**src/rtl/timer_pkg.sv**
```systemverilog
// Shared types and widths for the ramen timer control path.
package timer_pkg;

    localparam int SEC_W       = 9;
    localparam int NUM_PRESETS = 3;

    typedef enum logic [1:0] {
        IDLE  = 2'd0,
        RUN   = 2'd1,
        PAUSE = 2'd2,
        ALARM = 2'd3
    } ctrl_state_t;

    // Preset index wraps after the last preset back to the first.
    function automatic logic [1:0] next_preset(input logic [1:0] sel);
        return (sel >= 2'(NUM_PRESETS - 1)) ? 2'd0 : sel + 2'd1;
    endfunction

endpackage

```
**src/rtl/key_debounce.sv**
```systemverilog
// Single-key cleaner: 2-FF synchroniser, then the output only follows the
// synchronised key after DEBOUNCE_CYC consecutive samples disagreeing with it.
module key_debounce #(
    parameter int unsigned DEBOUNCE_CYC = 200
) (
    input  logic clk,
    input  logic rst,
    input  logic key_raw,
    output logic key_clean
);

    localparam int CNT_W = $clog2(DEBOUNCE_CYC + 1);

    logic [1:0]       sync;
    logic [CNT_W-1:0] cnt;

    // Any sample equal to the current output restarts the stability count.
    always_ff @(posedge clk) begin
        if (rst) begin
            sync      <= 2'b11;
            cnt       <= '0;
            key_clean <= 1'b1;
        end else begin
            sync <= {sync[0], key_raw};
            if (sync[1] != key_clean) begin
                if (cnt == CNT_W'(DEBOUNCE_CYC - 1)) begin
                    key_clean <= sync[1];
                    cnt       <= '0;
                end else begin
                    cnt <= cnt + CNT_W'(1);
                end
            end else begin
                cnt <= '0;
            end
        end
    end

endmodule

```
**src/rtl/ramen_timer_ctrl.sv**
```systemverilog
// Ramen timer sequencer: key events, run/pause/alarm FSM, seconds-remaining counter.
// Define RAMEN_CTRL_DEBOUNCE_EN to route each key through key_debounce.
module ramen_timer_ctrl
    import timer_pkg::*;
#(
    parameter int unsigned PRESET_0     = 180,
    parameter int unsigned PRESET_1     = 240,
    parameter int unsigned PRESET_2     = 300,
    parameter int unsigned BLINK_HALF   = 5000,
    parameter int unsigned ALARM_SEC    = 30,
    parameter int unsigned DEBOUNCE_CYC = 200
) (
    input  logic             clk,
    input  logic             rst,
    input  logic [1:0]       key_n,
    input  logic             tick_1s,
    output logic             count_en,
    output logic             count_clr,
    output logic [SEC_W-1:0] remain_sec,
    output logic [1:0]       preset_sel,
    output logic [1:0]       state_o,
    output logic             alarm,
    output logic             alarm_blink
);

    localparam int unsigned SEC_MAX = (1 << SEC_W) - 1;
    localparam int BLINK_W = $clog2(BLINK_HALF + 1);
    localparam int ALARM_W = $clog2(ALARM_SEC + 1);

    if ((PRESET_0 < 1) || (PRESET_0 > SEC_MAX) ||
        (PRESET_1 < 1) || (PRESET_1 > SEC_MAX) ||
        (PRESET_2 < 1) || (PRESET_2 > SEC_MAX) ||
        (BLINK_HALF < 1) || (ALARM_SEC < 1) || (DEBOUNCE_CYC < 1)) begin : g_cfg_error
        $error("ramen_timer_ctrl: preset or counter parameter out of range");
    end

    ctrl_state_t        state, state_nx;
    logic [SEC_W-1:0]   remain_nx;
    logic [1:0]         preset_nx;
    logic               clr_nx;
    logic [1:0]         key_clean;
    logic [1:0]         key_prev;
    logic [1:0]         ev;
    logic               ev_go, ev_sel;
    logic [BLINK_W-1:0] blink_cnt;
    logic [ALARM_W-1:0] alarm_cnt;
    logic               alarm_done;

`ifdef RAMEN_CTRL_DEBOUNCE_EN
    for (genvar i = 0; i < 2; i++) begin : g_debounce
        key_debounce #(
            .DEBOUNCE_CYC(DEBOUNCE_CYC)
        ) u_key_debounce (
            .clk      (clk),
            .rst      (rst),
            .key_raw  (key_n[i]),
            .key_clean(key_clean[i])
        );
    end
`else
    logic [1:0] key_sync1, key_sync2;

    always_ff @(posedge clk) begin
        if (rst) begin
            key_sync1 <= 2'b11;
            key_sync2 <= 2'b11;
        end else begin
            key_sync1 <= key_n;
            key_sync2 <= key_sync1;
        end
    end

    assign key_clean = key_sync2;
`endif

    // A press is the falling edge of the active-low cleaned key.
    always_ff @(posedge clk) begin
        if (rst) begin
            key_prev <= 2'b11;
            ev       <= 2'b00;
        end else begin
            key_prev <= key_clean;
            ev       <= key_prev & ~key_clean;
        end
    end

    // Both keys together is a cancel, so key 1 always takes priority.
    assign ev_sel     = ev[1];
    assign ev_go      = ev[0] & ~ev[1];
    assign alarm_done = (state == ALARM) && tick_1s && (alarm_cnt == ALARM_W'(ALARM_SEC - 1));
    assign state_o    = state;

    function automatic logic [SEC_W-1:0] preset_of(input logic [1:0] sel);
        case (sel)
            2'd1:    return SEC_W'(PRESET_1);
            2'd2:    return SEC_W'(PRESET_2);
            default: return SEC_W'(PRESET_0);
        endcase
    endfunction

    always_comb begin
        state_nx  = state;
        remain_nx = remain_sec;
        preset_nx = preset_sel;
        clr_nx    = 1'b0;
        case (state)
            IDLE: begin
                if (ev_sel) begin
                    preset_nx = next_preset(preset_sel);
                    remain_nx = preset_of(preset_nx);
                end else if (ev_go) begin
                    state_nx  = RUN;
                    clr_nx    = 1'b1;
                    remain_nx = preset_of(preset_sel);
                end
            end
            RUN: begin
                // The tick is applied first; reaching zero beats a pause request.
                if (tick_1s && (remain_sec != '0)) begin
                    remain_nx = remain_sec - SEC_W'(1);
                end
                if (ev_sel) begin
                    state_nx  = IDLE;
                    remain_nx = preset_of(preset_sel);
                end else if (tick_1s && (remain_sec == SEC_W'(1))) begin
                    state_nx = ALARM;
                end else if (ev_go) begin
                    state_nx = PAUSE;
                end
            end
            PAUSE: begin
                if (ev_sel) begin
                    state_nx  = IDLE;
                    remain_nx = preset_of(preset_sel);
                end else if (ev_go) begin
                    state_nx = RUN;
                end
            end
            ALARM: begin
                remain_nx = '0;
                if (ev_sel || ev_go || alarm_done) begin
                    state_nx  = IDLE;
                    remain_nx = preset_of(preset_sel);
                end
            end
            default: begin
                state_nx  = IDLE;
                remain_nx = preset_of(preset_sel);
            end
        endcase
    end

    // count_en and alarm are decoded from the registered state, one cycle behind it.
    always_ff @(posedge clk) begin
        if (rst) begin
            state      <= IDLE;
            remain_sec <= SEC_W'(PRESET_0);
            preset_sel <= 2'd0;
            count_clr  <= 1'b0;
            count_en   <= 1'b0;
            alarm      <= 1'b0;
        end else begin
            state      <= state_nx;
            remain_sec <= remain_nx;
            preset_sel <= preset_nx;
            count_clr  <= clr_nx;
            count_en   <= (state == RUN);
            alarm      <= (state == ALARM);
        end
    end

    always_ff @(posedge clk) begin
        if (rst || (state != ALARM)) begin
            alarm_cnt <= '0;
        end else if (tick_1s) begin
            alarm_cnt <= alarm_cnt + ALARM_W'(1);
        end
    end

    // First ALARM cycle (alarm not yet set) starts the blink high with a fresh count.
    always_ff @(posedge clk) begin
        if (rst || (state != ALARM)) begin
            blink_cnt   <= '0;
            alarm_blink <= 1'b0;
        end else if (!alarm) begin
            blink_cnt   <= '0;
            alarm_blink <= 1'b1;
        end else if (blink_cnt == BLINK_W'(BLINK_HALF - 1)) begin
            blink_cnt   <= '0;
            alarm_blink <= ~alarm_blink;
        end else begin
            blink_cnt <= blink_cnt + BLINK_W'(1);
        end
    end

endmodule

```
**config.mk**
```make
export PLATFORM = sky130hd
export DESIGN_NAME = ramen_timer_ctrl
export DESIGN_NICKNAME = d
export VERILOG_FILES = /design/src/rtl/timer_pkg.sv /design/src/rtl/key_debounce.sv /design/src/rtl/ramen_timer_ctrl.sv
export SDC_FILE = /design/constraint.sdc
export NUM_CORES = 1
export LEC_CHECK = 0
export BUFFER_PORTS_ARGS = -buffer_cell sky130_fd_sc_hd__buf_4
export CAP_MARGIN = 10
export CORE_ASPECT_RATIO = 2
export CORE_UTILIZATION = 60
export DETAILED_ROUTE_END_ITERATION = 16
export HOLD_SLACK_MARGIN = 0.05
export PLACE_DENSITY = 0.81
export SLEW_MARGIN = 15
export SYNTH_ARGS = -nofsm -noshare
export SYNTH_HDL_FRONTEND = slang
export SYNTH_SLANG_ARGS = --single-unit
```
**constraint.sdc**
```tcl
create_clock -name clk -period 6.3 [get_ports clk]
set_input_delay 0.315 -clock clk [delete_from_list [all_inputs] [get_ports clk]]
set_output_delay 0.315 -clock clk [all_outputs]
set_load 0.005 [all_outputs]
```
==> results of run 1 <==
## worst max-delay path: cells and delay by family, from the launching register on
family / cells / cell delay, ns
AOI/OAI and AO/OA: 2 / 0.70
and+or+nand+nor: 3 / 1.05
DFF: 1 / 0.36
buffers and inverters: 1 / 0.07
adders and majority gates: 1 / 0.17
## worst paths after layout
path | from | end | slack [ns] | depth (start not counted)
hold reg to reg | key_sync1[0]$_SDFF_PP1_ | key_clean[0]$_SDFF_PP1_ | 0.40 | 1
hold / removal | key_n[1] | key_sync1[1]$_SDFF_PP1_ | 0.21 | 2
setup reg to reg | remain_sec[0]$_SDFFE_PP0P_ | remain_sec[4]$_SDFFE_PP1P_ | 3.83 | 7
setup / recovery | remain_sec[0]$_SDFFE_PP0P_ | remain_sec[4]$_SDFFE_PP1P_ | 3.83 | 7
## cell type report
| type | instances | share of cell area |
|---|---|---|
| Clock inverter | 2 | 0.01513 |
| Tap cell | 31 | 0.01675 |
| Sequential cell | 43 | 0.3717 |
| Inverter | 10 | 0.01621 |
| Clock buffer | 6 | 0.03566 |
| Multi-Input combinational cell | 176 | 0.4765 |
| Timing Repair Buffer | 21 | 0.06807 |
## registers in the layout, summed over array words and instances, names as in the netlist
name         flops
blink_cnt       13
remain_sec       9
preset_sel       2
alarm_cnt        5
count_en         1
key_prev         2
ev               2
key_sync1        2
key_clean        2
alarm            1
count_clr        1
state_o          2
alarm_blink      1
## power by group through the flow
stage / clock network (W) / registers [W] / logic [W]
after CTS: 0.000224 / 0.000283 / 0.0000310
final: 0.000220 / 0.000283 / 0.0000309
after detailed placement: 0 / 0.000289 / 0.0000309
after floorplan: 0 / 0.000287 / 0.0000221
after global placement: 0 / 0.000289 / 0.0000303
after global routing: 0.000238 / 0.000284 / 0.0000347
## cell usage in the layout (no fill, tap or decap), types with 4 or more instances in the layout
cell | Yosys | layout
sky130_fd_sc_hd__o21ai_0 | 6 | 6
sky130_fd_sc_hd__a21oi_1 | 13 | 13
sky130_fd_sc_hd__nand2_1 | 19 | 19
sky130_fd_sc_hd__nand3_1 | 7 | 7
sky130_fd_sc_hd__nand2b_1 | 4 | 4
sky130_fd_sc_hd__nor2_1 | 38 | 38
sky130_fd_sc_hd__nand4_1 | 4 | 4
sky130_fd_sc_hd__dfxtp_1 | 43 | 43
sky130_fd_sc_hd__clkbuf_8 | 0 | 6
sky130_fd_sc_hd__nor3_1 | 8 | 8
sky130_fd_sc_hd__buf_4 | 0 | 21
sky130_fd_sc_hd__xor2_1 | 12 | 12
sky130_fd_sc_hd__ha_1 | 5 | 5
sky130_fd_sc_hd__xnor2_1 | 9 | 9
sky130_fd_sc_hd__inv_1 | 10 | 10
sky130_fd_sc_hd__or2_2 | 8 | 8
## routing by layer
metal  up-vias  track usage  share of wire
met4         0       0.1377          0.033
li1        857            -              -
met1       813       0.2729           0.37
met3         9      0.03226          0.026
met5         -            0              0
met2        34       0.4654           0.57
## synthesized netlist by cell type (2+ instances only)
cell type                  number  area share
sky130_fd_sc_hd__nor3_1         8       0.020
sky130_fd_sc_hd__or3_2          3       0.011
sky130_fd_sc_hd__o22ai_1        2      0.0061
sky130_fd_sc_hd__nand2_1       19       0.035
sky130_fd_sc_hd__or4_4          2       0.011
sky130_fd_sc_hd__inv_1         10       0.018
sky130_fd_sc_hd__a221oi_2       2       0.015
sky130_fd_sc_hd__o21ai_0        6       0.015
sky130_fd_sc_hd__nand3_1        7       0.017
sky130_fd_sc_hd__nor2_1        38       0.070
sky130_fd_sc_hd__or2_2          8       0.024
sky130_fd_sc_hd__or3b_2         3       0.013
sky130_fd_sc_hd__xor2_1        12       0.051
sky130_fd_sc_hd__nor4b_1        2      0.0086
sky130_fd_sc_hd__nand2b_1       4       0.012
sky130_fd_sc_hd__a21oi_1       13       0.032
sky130_fd_sc_hd__ha_1           5       0.031
sky130_fd_sc_hd__nor2b_1        3      0.0092
sky130_fd_sc_hd__o31ai_1        2      0.0073
sky130_fd_sc_hd__xnor2_1        9       0.038
sky130_fd_sc_hd__clkbuf_1       8       0.015
sky130_fd_sc_hd__dfxtp_1       43        0.42
sky130_fd_sc_hd__nand4_1        4       0.012
sky130_fd_sc_hd__nor3b_1        2      0.0073
## stage by stage
step | hold slack (ns) | instance area (um2) | setup slack (ns) | util | power, W
after floorplan | 0.3895 | 2048 | 4.115 | - | 0.0003091
after global placement | 0.3954 | 2198 | 3.886 | 0.6885 | 0.0003195
after detailed placement | 0.4005 | 2198 | 3.830 | 0.6885 | 0.0003204
after CTS | 0.2040 | 2316 | 3.828 | 0.7253 | 0.0005384
after global routing | 0.2121 | 2316 | 3.660 | 0.7253 | 0.0005569
final | 0.2099 | 2316 | 3.828 | 0.7253 | 0.0005343
## kinds of logic (layout without fill, tap and decap cells)
kind of cell    count (synthesis)  in the layout
simple gates                  110            110
flops                          43             43
compound gates                 39             39
xor+xnor                       21             21
buf+inv                        20             39
fa+ha+maj                       5              5
mux                             1              1
==> run_summary.xml, run 1 <==
<?xml version="1.0" encoding="UTF-8"?>
<metrics>
  <group name="run_status">
    <metric name="run_status" unit="">finished clean</metric>
  </group>
  <group name="synth">
    <metric name="ys_warn_count" unit="">0</metric>
    <metric name="synth-simple-area-share" unit="">0.2755</metric>
    <metric name="yosysUniqueCellTypes" unit="">48</metric>
    <metric name="syn-mean-instance-area" unit="um2">8.570</metric>
    <metric name="ys_dominant_reg_cell" unit="">sky130_fd_sc_hd__dfxtp_1</metric>
    <metric name="yosys.area_share.adder" unit="">0.03054</metric>
    <metric name="synth_sequential_area_ratio" unit="">0.4203</metric>
    <metric name="syn_nets" unit="">249</metric>
    <metric name="ys_ff_latch" unit="">43</metric>
    <metric name="combinational_family_with_the_most_area_after_synthesis" unit="">simple AND/OR/NAND/NOR gates</metric>
    <metric name="post_synth_xor_area_fraction" unit="">0.08980</metric>
    <metric name="muxShareOfSynthArea" unit="">0.004887</metric>
    <metric name="async_reset_ff_frac" unit="">0</metric>
    <metric name="synth-compound-area-share" unit="">0.1381</metric>
    <metric name="synthesis.area" unit="um2">2048</metric>
    <metric name="number_of_synthesized_flops_with_an_enable_pin" unit="">0</metric>
    <metric name="synthCells" unit="">239</metric>
  </group>
  <group name="timing">
    <metric name="max_freq" unit="MHz">404.5</metric>
    <metric name="timing.final.crit_period" unit="ns">2.472</metric>
    <metric name="post-route-period-util" unit="">0.3924</metric>
    <metric name="setup_tns" unit="ns">0</metric>
    <metric name="worst_slew_margin_rel" unit="">0.5235</metric>
    <metric name="worst-slew-pin-transition" unit="ns">0.7138</metric>
    <metric name="worst_clock_skew" unit="ns">0.01192</metric>
    <metric name="setup_repair_after_global_routing_missed_its_margin" unit="">no</metric>
    <metric name="finalHoldViolations" unit="">0</metric>
    <metric name="finalSetupViolCount" unit="">0</metric>
    <metric name="finalMaxSlewViolations" unit="">0</metric>
  </group>
  <group name="routing">
    <metric name="dr.first_iter.drc_count" unit="">29</metric>
    <metric name="drc" unit="">0</metric>
    <metric name="totalWireLength" unit="mm">4.198</metric>
    <metric name="dr_total_vias" unit="">1713</metric>
    <metric name="drtPass1Iterations" unit="">4</metric>
    <metric name="avg_vias_per_cell" unit="">5.927</metric>
    <metric name="antenna_left" unit="">0</metric>
    <metric name="wl_per_cell" unit="um">14.53</metric>
  </group>
  <group name="setup_path">
    <metric name="worst-path-max-fanout" unit="">17</metric>
    <metric name="crit_path_top_delay_cell" unit="">sky130_fd_sc_hd__or3b_2</metric>
    <metric name="worstSetupStartpointType" unit="">register</metric>
    <metric name="timing.critical_path.arrival" unit="ns">2.66</metric>
    <metric name="cp_cell_sequence" unit="">inv_1, ha_1, or3b_2, or4_4, a21oi_4, nor2_1, a221o_1</metric>
    <metric name="cpPeakStageDelay" unit="ns">0.51</metric>
    <metric name="worst_setup_path_type" unit="">reg2reg</metric>
    <metric name="crit_path_end_kind" unit="">register</metric>
    <metric name="worst_ep_required_time" unit="ns">6.49</metric>
  </group>
  <group name="finish">
    <metric name="multiInputGateArea" unit="um2">1104</metric>
    <metric name="instances_no_fill" unit="">289</metric>
    <metric name="drive_gt1_frac" unit="">0.1977</metric>
    <metric name="sequential_cell_area" unit="um2">860.8</metric>
    <metric name="num-nets-final" unit="">267</metric>
    <metric name="nFillCells" unit="">258</metric>
    <metric name="num_antenna_cells" unit="">0</metric>
    <metric name="syn2layout_area_growth" unit="%">13.07</metric>
  </group>
  <group name="pwr">
    <metric name="pwr-share-seq" unit="">0.530</metric>
    <metric name="internal_pwr_total" unit="W">0.0004197</metric>
    <metric name="power.share.switching" unit="">0.2145</metric>
    <metric name="power.switching" unit="W">0.0001146</metric>
    <metric name="combinationalPowerShare" unit="">0.058</metric>
    <metric name="power_density" unit="nW/um2">230.7</metric>
    <metric name="max-vdd-ir-drop" unit="V">0.0001985</metric>
    <metric name="static-leakage-power" unit="nW">0.8427</metric>
    <metric name="clock_power_share" unit="">0.412</metric>
  </group>
  <group name="cts">
    <metric name="clkSlewWorstSetupHoldPaths" unit="ns">0.08</metric>
    <metric name="cts_setup_buffers" unit="">0</metric>
    <metric name="clock_tree.root_cell" unit="">sky130_fd_sc_hd__clkbuf_8</metric>
    <metric name="tritoncts_sinks" unit="">43</metric>
    <metric name="ctsHoldBuffers" unit="">0</metric>
    <metric name="cts.path.max_buffers" unit="">2</metric>
    <metric name="cts_buffers" unit="">5</metric>
    <metric name="cts_htree_levels" unit="">2</metric>
    <metric name="cts_repair_resize_count" unit="">0</metric>
    <metric name="cts_tree" unit="">built</metric>
    <metric name="worstSkewPairLatency" unit="ns">0.30</metric>
  </group>
  <group name="die">
    <metric name="placement_rows" unit="">29</metric>
    <metric name="die_height" unit="um">84.63</metric>
    <metric name="starting_density_of_the_core" unit="">0.6415</metric>
    <metric name="placeableCoreArea" unit="um2">3193</metric>
    <metric name="die_area" unit="um2">3666</metric>
    <metric name="fp.dieW" unit="um">43.32</metric>
    <metric name="boundaryPins" unit="">22</metric>
  </group>
  <group name="place">
    <metric name="dp.final_hpwl" unit="mm">3.052</metric>
    <metric name="dpl.cell_count" unit="">281</metric>
    <metric name="io_buffer_count" unit="">21</metric>
    <metric name="place_congestion" unit="">0.9089</metric>
  </group>
  <group name="global_routing">
    <metric name="antenna_found_initial" unit="">0</metric>
    <metric name="first_global_vias" unit="">1652</metric>
    <metric name="grt_pass1_wl" unit="mm">7.272</metric>
    <metric name="grtUsageTotal" unit="">0.2573</metric>
    <metric name="global_route.overflow_total" unit="">0</metric>
    <metric name="pin_count_of_the_biggest_net_entering_global_routing" unit="">25</metric>
  </group>
  <group name="flow_run">
    <metric name="maxCapViolCount" unit="">0</metric>
  </group>
  <group name="worst_hold_path">
    <metric name="classification_of_the_worst_slack_hold_path" unit="">in2reg</metric>
  </group>
</metrics>
No activity file was read; power rests on OpenSTA's default activity.
==> inputs of run 2 (changes only) <==
Settings changed: CORE_UTILIZATION 60 to 52, PLACE_DENSITY 0.81 to 0.75.
Clock period 6.3 ns to 2.23 ns, I/O delays scaled along.
==> run_summary.xml, run 2 (synthesis results as in run 1) <==
<?xml version="1.0" encoding="UTF-8"?>
<metrics>
  <group name="run_status">
    <metric name="run_status" unit="">finished clean</metric>
  </group>
  <group name="pwr">
    <metric name="power.switching" unit="W">0.0003173</metric>
    <metric name="internal_pwr_total" unit="W">0.001082</metric>
    <metric name="pwr-share-seq" unit="">0.567</metric>
    <metric name="clock_power_share" unit="">0.349</metric>
    <metric name="power_density" unit="nW/um2">567.2</metric>
    <metric name="power.share.switching" unit="">0.2268</metric>
    <metric name="max-vdd-ir-drop" unit="V">0.0005486</metric>
    <metric name="combinationalPowerShare" unit="">0.084</metric>
    <metric name="p_total" unit="W">0.001399</metric>
    <metric name="static-leakage-power" unit="nW">0.9185</metric>
  </group>
  <group name="setup_path">
    <metric name="crit_path_end_kind" unit="">register</metric>
    <metric name="worst_setup_path_type" unit="">reg2reg</metric>
    <metric name="worst_ep_required_time" unit="ns">2.42</metric>
    <metric name="rr_endpoint" unit="">remain_sec[4]$_SDFFE_PP1P_</metric>
    <metric name="worst-path-max-fanout" unit="">7</metric>
    <metric name="timing.rr.start" unit="">remain_sec[4]$_SDFFE_PP1P_</metric>
    <metric name="worstSetupStartpointType" unit="">register</metric>
    <metric name="worst_r2r_path_depth" unit="">5</metric>
    <metric name="setup.reg_to_reg.worst_slack" unit="ns">0.06</metric>
    <metric name="timing.critical_path.arrival" unit="ns">2.35</metric>
  </group>
  <group name="routing">
    <metric name="totalWireLength" unit="mm">4.624</metric>
    <metric name="drc" unit="">0</metric>
    <metric name="drtPass1Iterations" unit="">5</metric>
    <metric name="avg_vias_per_cell" unit="">5.469</metric>
    <metric name="antenna_left" unit="">0</metric>
    <metric name="wl_per_cell" unit="um">14.27</metric>
    <metric name="dr.first_iter.drc_count" unit="">27</metric>
    <metric name="dr_total_vias" unit="">1772</metric>
  </group>
  <group name="global_routing">
    <metric name="first_global_vias" unit="">1720</metric>
    <metric name="global_route.overflow_total" unit="">0</metric>
    <metric name="pin_count_of_the_biggest_net_entering_global_routing" unit="">25</metric>
    <metric name="grtUsageTotal" unit="">0.2354</metric>
    <metric name="grt_pass1_wl" unit="mm">7.251</metric>
    <metric name="grt.met2_usage" unit="">0.4063</metric>
    <metric name="antenna_found_initial" unit="">0</metric>
    <metric name="grt_util_met1" unit="">0.2271</metric>
    <metric name="grt_use_met3" unit="">0.03800</metric>
    <metric name="peak_usage_layer_in_the_global_routing_report" unit="">met2</metric>
  </group>
  <group name="finish">
    <metric name="fin_area" unit="um2">2467</metric>
    <metric name="num-nets-final" unit="">285</metric>
    <metric name="syn2layout_area_growth" unit="%">20.46</metric>
    <metric name="commonest_non_fill_non_tap_cells_in_the_layout" unit="">42 x sky130_fd_sc_hd__dfxtp_1, 38 x sky130_fd_sc_hd__nor2_1, 35 x sky130_fd_sc_hd__buf_4</metric>
    <metric name="num_antenna_cells" unit="">0</metric>
    <metric name="regMostFlops" unit="">blink_cnt</metric>
    <metric name="instances_no_fill" unit="">324</metric>
    <metric name="sequential_cell_area" unit="um2">862.1</metric>
    <metric name="largest_reg_flops" unit="">13</metric>
    <metric name="nFillCells" unit="">327</metric>
    <metric name="mostFrequentLayoutCell" unit="">sky130_fd_sc_hd__dfxtp_1</metric>
    <metric name="drive_gt1_frac" unit="">0.2545</metric>
    <metric name="multiInputGateArea" unit="um2">1114</metric>
    <metric name="top_regs" unit="">blink_cnt (13), remain_sec (9), alarm_cnt (5)</metric>
  </group>
  <group name="timing">
    <metric name="worst-slew-pin-transition" unit="ns">0.4868</metric>
    <metric name="worst_slew_margin_rel" unit="">0.6746</metric>
    <metric name="finalSetupViolCount" unit="">0</metric>
    <metric name="post-route-period-util" unit="">0.9713</metric>
    <metric name="worst_clock_skew" unit="ns">0.005503</metric>
    <metric name="max_freq" unit="MHz">461.7</metric>
    <metric name="timing.final.crit_period" unit="ns">2.166</metric>
    <metric name="finalMaxSlewViolations" unit="">0</metric>
    <metric name="timing.final.ws_setup" unit="ns">0.06404</metric>
    <metric name="finalHoldViolations" unit="">0</metric>
  </group>
  <group name="worst_hold_path">
    <metric name="hold_end" unit="">alarm_cnt[1]$_SDFFE_PP0P_</metric>
    <metric name="classification_of_the_worst_slack_hold_path" unit="">in2reg</metric>
    <metric name="min_delay_path_depth" unit="">2</metric>
    <metric name="hold_path_startpoint" unit="">tick_1s</metric>
  </group>
  <group name="place">
    <metric name="dpl.cell_count" unit="">311</metric>
    <metric name="detailed_place.area" unit="um2">2311</metric>
    <metric name="place_congestion" unit="">0.9013</metric>
    <metric name="dp.final_hpwl" unit="mm">3.371</metric>
    <metric name="io_buffer_count" unit="">21</metric>
    <metric name="preCtsSetupSlack" unit="ns">0.02477</metric>
  </group>
  <group name="cts">
    <metric name="cts_tree" unit="">built</metric>
    <metric name="cts.path.max_buffers" unit="">2</metric>
    <metric name="clkSlewWorstSetupHoldPaths" unit="ns">0.08</metric>
    <metric name="cts_buffers" unit="">5</metric>
    <metric name="cts_htree_levels" unit="">2</metric>
    <metric name="clock_tree.root_cell" unit="">sky130_fd_sc_hd__clkbuf_8</metric>
    <metric name="worstSkewPairLatency" unit="ns">0.29</metric>
    <metric name="tritoncts_sinks" unit="">43</metric>
  </group>
  <group name="die">
    <metric name="placeableCoreArea" unit="um2">3685</metric>
    <metric name="die_area" unit="um2">4209</metric>
    <metric name="starting_density_of_the_core" unit="">0.5559</metric>
    <metric name="boundaryPins" unit="">22</metric>
    <metric name="fp.dieW" unit="um">46.38</metric>
    <metric name="die_height" unit="um">90.76</metric>
    <metric name="placement_rows" unit="">31</metric>
  </group>
  <group name="flow_run">
    <metric name="maxCapViolCount" unit="">0</metric>
  </group>
</metrics>
-- run 2: cell count changes in the layout (fill, tap and decap cells not counted) --
cell,delta
sky130_fd_sc_hd__buf_4,+14
sky130_fd_sc_hd__buf_6,+2
sky130_fd_sc_hd__bufinv_16,-1
sky130_fd_sc_hd__dfxtp_1,-1
sky130_fd_sc_hd__dfxtp_2,+1
sky130_fd_sc_hd__dlygate4sd3_1,+2
sky130_fd_sc_hd__ha_1,-1
sky130_fd_sc_hd__ha_2,+1
sky130_fd_sc_hd__inv_1,-1
sky130_fd_sc_hd__inv_2,+1
sky130_fd_sc_hd__nor3_1,-1
sky130_fd_sc_hd__nor3_2,+1
sky130_fd_sc_hd__or3b_2,-1
sky130_fd_sc_hd__or3b_4,+1
-- run 2: area by class of cell --
cell class | count | share of cell area
clock buffers | 6 | 0.03347
multi-input cells | 176 | 0.4513
clock inverters | 1 | 0.002028
inverters | 10 | 0.01521
flip-flops and latches | 43 | 0.3494
repair buffers | 39 | 0.1237
well taps | 49 | 0.02485
-- run 2: worst max-delay path by stage --
stage,from,to,cells after the start
floorplan,remain_sec[0]$_SDFFE_PP0P_,remain_sec[4]$_SDFFE_PP1P_,7
global placement,remain_sec[1]$_SDFFE_PP0P_,remain_sec[5]$_SDFFE_PP1P_,8
detailed placement,remain_sec[1]$_SDFFE_PP0P_,remain_sec[5]$_SDFFE_PP1P_,8
CTS,remain_sec[1]$_SDFFE_PP0P_,remain_sec[5]$_SDFFE_PP1P_,8
global route,remain_sec[4]$_SDFFE_PP1P_,remain_sec[5]$_SDFFE_PP1P_,6
finish,remain_sec[4]$_SDFFE_PP1P_,remain_sec[4]$_SDFFE_PP1P_,5
-- run 2: power by group through the flow --
stage | clock (W) | sequential (W) | combinational [W]
6_report | 0.000488 | 0.000793 | 0.000118
2_1_floorplan | 0 | 0.000811 | 0.0000625
3_5_place_dp | 0 | 0.000811 | 0.000104
4_1_cts | 0.000503 | 0.000793 | 0.000108
5_1_grt | 0.000530 | 0.000796 | 0.000127
3_3_place_gp | 0 | 0.000811 | 0.000103
-- run 2: per-layer routing --
metal / wire length, um / part of all wire
met1: 1738 / 0.38
met2: 2520 / 0.54
met3: 105 / 0.023
met4: 259 / 0.056
met5: 0 / 0
-- run 2: critical path, cell delays in order (launching register included) --
cell,delay (ns)
sky130_fd_sc_hd__dfxtp_1,0.32
sky130_fd_sc_hd__or4_4,0.56
sky130_fd_sc_hd__or4_4,0.54
sky130_fd_sc_hd__a21oi_4,0.27
sky130_fd_sc_hd__nor2_1,0.07
sky130_fd_sc_hd__a221o_1,0.29
-- run 2: metrics by stage --
step / hold WS (ns) / util / TNS [ns]
finish: 0.09558 / 0.6696 / 0
global route: 0.1114 / 0.6696 / -0.006267
CTS: 0.09223 / 0.6564 / 0
detailed placement: 0.2984 / 0.6272 / 0
global placement: 0.2957 / 0.6272 / 0
floorplan: 0.2153 / - / 0
-- run 2: repair_timing --
action                     4_1_cts  5_1_grt
hold endpoints to repair         2        0
setup endpoints to repair        0        8
hold buffers                     2        0
buffers inserted                 0        3
resized for setup                0        9
==> inputs of run 3 (changes only) <==
Settings changed: CORE_UTILIZATION 52 to 25, PLACE_DENSITY 0.75 to not set.
==> run_summary.xml, run 3 (synthesis results as in run 1) <==
<?xml version="1.0" encoding="UTF-8"?>
<metrics>
  <group name="routing">
    <metric name="totalWireLength" unit="mm">4.737</metric>
    <metric name="dr_total_vias" unit="">1765</metric>
    <metric name="avg_vias_per_cell" unit="">4.783</metric>
    <metric name="wl_per_cell" unit="um">12.84</metric>
    <metric name="dr.first_iter.drc_count" unit="">137</metric>
    <metric name="drtPass1Iterations" unit="">4</metric>
    <metric name="antenna_left" unit="">0</metric>
    <metric name="drc" unit="">0</metric>
  </group>
  <group name="cts">
    <metric name="cts.path.max_buffers" unit="">2</metric>
    <metric name="clkSlewWorstSetupHoldPaths" unit="ns">0.06</metric>
    <metric name="cts_tree" unit="">built</metric>
    <metric name="clock_tree.root_cell" unit="">sky130_fd_sc_hd__clkbuf_16</metric>
    <metric name="cts_htree_levels" unit="">2</metric>
    <metric name="cts_buffers" unit="">5</metric>
    <metric name="tritoncts_sinks" unit="">43</metric>
    <metric name="worstSkewPairLatency" unit="ns">0.28</metric>
  </group>
  <group name="timing">
    <metric name="finalMaxSlewViolations" unit="">0</metric>
    <metric name="post-route-period-util" unit="">0.9743</metric>
    <metric name="worst-slew-pin-transition" unit="ns">0.5162</metric>
    <metric name="worst_slew_margin_rel" unit="">0.6549</metric>
    <metric name="finalHoldViolations" unit="">0</metric>
    <metric name="setup_tns" unit="ns">0</metric>
    <metric name="finalSetupViolCount" unit="">0</metric>
    <metric name="worst_clock_skew" unit="ns">0.009133</metric>
    <metric name="timing.final.crit_period" unit="ns">2.173</metric>
    <metric name="max_freq" unit="MHz">460.2</metric>
  </group>
  <group name="global_routing">
    <metric name="global_route.overflow_total" unit="">0</metric>
    <metric name="antenna_found_initial" unit="">0</metric>
    <metric name="grt_pass1_wl" unit="mm">7.728</metric>
    <metric name="pin_count_of_the_biggest_net_entering_global_routing" unit="">25</metric>
    <metric name="first_global_vias" unit="">1674</metric>
    <metric name="grtUsageTotal" unit="">0.1187</metric>
  </group>
  <group name="place">
    <metric name="detailed_place.area" unit="um2">2377</metric>
    <metric name="place_congestion" unit="">0.8856</metric>
    <metric name="dp.final_hpwl" unit="mm">3.534</metric>
    <metric name="io_buffer_count" unit="">21</metric>
  </group>
  <group name="finish">
    <metric name="fin_area" unit="um2">2570</metric>
    <metric name="top_regs" unit="">blink_cnt (13), remain_sec (9), alarm_cnt (5)</metric>
    <metric name="syn2layout_area_growth" unit="%">25.47</metric>
    <metric name="num-nets-final" unit="">282</metric>
    <metric name="num_antenna_cells" unit="">0</metric>
    <metric name="regMostFlops" unit="">blink_cnt</metric>
    <metric name="mostFrequentLayoutCell" unit="">sky130_fd_sc_hd__dfxtp_1</metric>
    <metric name="largest_reg_flops" unit="">13</metric>
    <metric name="drive_gt1_frac" unit="">0.2418</metric>
    <metric name="commonest_non_fill_non_tap_cells_in_the_layout" unit="">43 x sky130_fd_sc_hd__dfxtp_1, 38 x sky130_fd_sc_hd__nor2_1, 32 x sky130_fd_sc_hd__buf_4</metric>
  </group>
  <group name="die">
    <metric name="boundaryPins" unit="">22</metric>
    <metric name="die_height" unit="um">130.0</metric>
    <metric name="die_area" unit="um2">8581</metric>
    <metric name="starting_density_of_the_core" unit="">0.2579</metric>
    <metric name="placement_rows" unit="">46</metric>
    <metric name="placeableCoreArea" unit="um2">7943</metric>
    <metric name="fp.dieW" unit="um">66.01</metric>
  </group>
  <group name="worst_hold_path">
    <metric name="classification_of_the_worst_slack_hold_path" unit="">in2reg</metric>
  </group>
  <group name="setup_path">
    <metric name="crit_path_end_kind" unit="">register</metric>
    <metric name="cpPeakStageDelay" unit="ns">0.44</metric>
    <metric name="timing.critical_path.arrival" unit="ns">2.35</metric>
    <metric name="worstSetupStartpointType" unit="">register</metric>
    <metric name="worst_ep_required_time" unit="ns">2.40</metric>
    <metric name="cp_cell_sequence" unit="">inv_1, ha_2, or3b_4, or4_4, a21oi_4, nor2_1, a221o_1</metric>
    <metric name="worst-path-max-fanout" unit="">6</metric>
    <metric name="worst_setup_path_type" unit="">reg2reg</metric>
    <metric name="crit_path_top_delay_cell" unit="">sky130_fd_sc_hd__or4_4</metric>
  </group>
  <group name="pwr">
    <metric name="max-vdd-ir-drop" unit="V">0.0002592</metric>
    <metric name="static-leakage-power" unit="nW">0.9295</metric>
    <metric name="power_density" unit="nW/um2">643.5</metric>
    <metric name="p_total" unit="W">0.001654</metric>
  </group>
  <group name="run_status">
    <metric name="run_status" unit="">finished clean</metric>
  </group>
  <group name="flow_run">
    <metric name="maxCapViolCount" unit="">0</metric>
  </group>
</metrics>
-- run 3: worst paths after layout --
kind,startpoint,to,slack [ns],cells after the start
hold / removal,tick_1s,alarm_cnt[1]$_SDFFE_PP0P_,0.10,2
hold reg to reg,key_prev[1]$_SDFF_PP1_,ev[1]$_SDFF_PP0_,0.40,2
setup reg to reg,remain_sec[1]$_SDFFE_PP0P_,remain_sec[4]$_SDFFE_PP1P_,0.06,7
setup / recovery,remain_sec[1]$_SDFFE_PP0P_,remain_sec[4]$_SDFFE_PP1P_,0.06,7
-- run 3: cell type report --
| type | count | area (um2) |
|---|---|---|
| repair buffers | 36 | 282.8 |
| flip-flops and latches | 43 | 860.8 |
| multi-input cells | 176 | 1114 |
| clock inverters | 2 | 16.27 |
| clock buffers | 6 | 138.9 |
| fillers | 848 | 5373 |
| inverters | 10 | 37.54 |
| well taps | 96 | 120.1 |
-- run 3: per-layer routing --
metal / routed length, um / GRT usage / vias up
li1: - / - / 885
met4: 268 / 0.09512 / 0
met5: 0 / 0 / -
met1: 1807 / 0.1147 / 822
met3: 151 / 0.02535 / 16
met2: 2510 / 0.2101 / 42
-- run 3: per-stage QoR --
| stage | util | hold WS [ns] | setup WS, ns | std cells |
|---|---|---|---|---|
| after floorplan | - | 0.2153 | 0.04495 | 239 |
| after global placement | 0.2993 | 0.2984 | 0.1195 | 359 |
| after detailed placement | 0.2993 | 0.2993 | 0.05039 | 359 |
| after CTS | 0.3214 | 0.09420 | 0.008718 | 369 |
| after global routing | 0.3236 | 0.1100 | -0.03940 | 369 |
| final | 0.3236 | 0.1036 | 0.05726 | 369 |
-- run 3: where the power goes --
group,switching [W],internal (W)
Clock,0.000300,0.000447
Sequential,0.0000126,0.000782
Combinational,0.0000572,0.0000554
-- run 3: what timing repair did --
item,4_1_cts,5_1_grt
hold buffers,2,0
setup endpoints to repair,0,8
setup buffers,0,0
resized for setup,0,5
endpoints found under the hold margin,2,0
-- run 3: worst max-delay path: cells and delay by family (launching register included) --
kind                     cells  cell delay (ns)
AO/OA/AOI/OAI                2             0.54
adder cells (fa/ha/maj)      1             0.21
AND/OR/NAND/NOR              3             0.92
buffers and inverters        1             0.09
flip-flops                   1             0.31
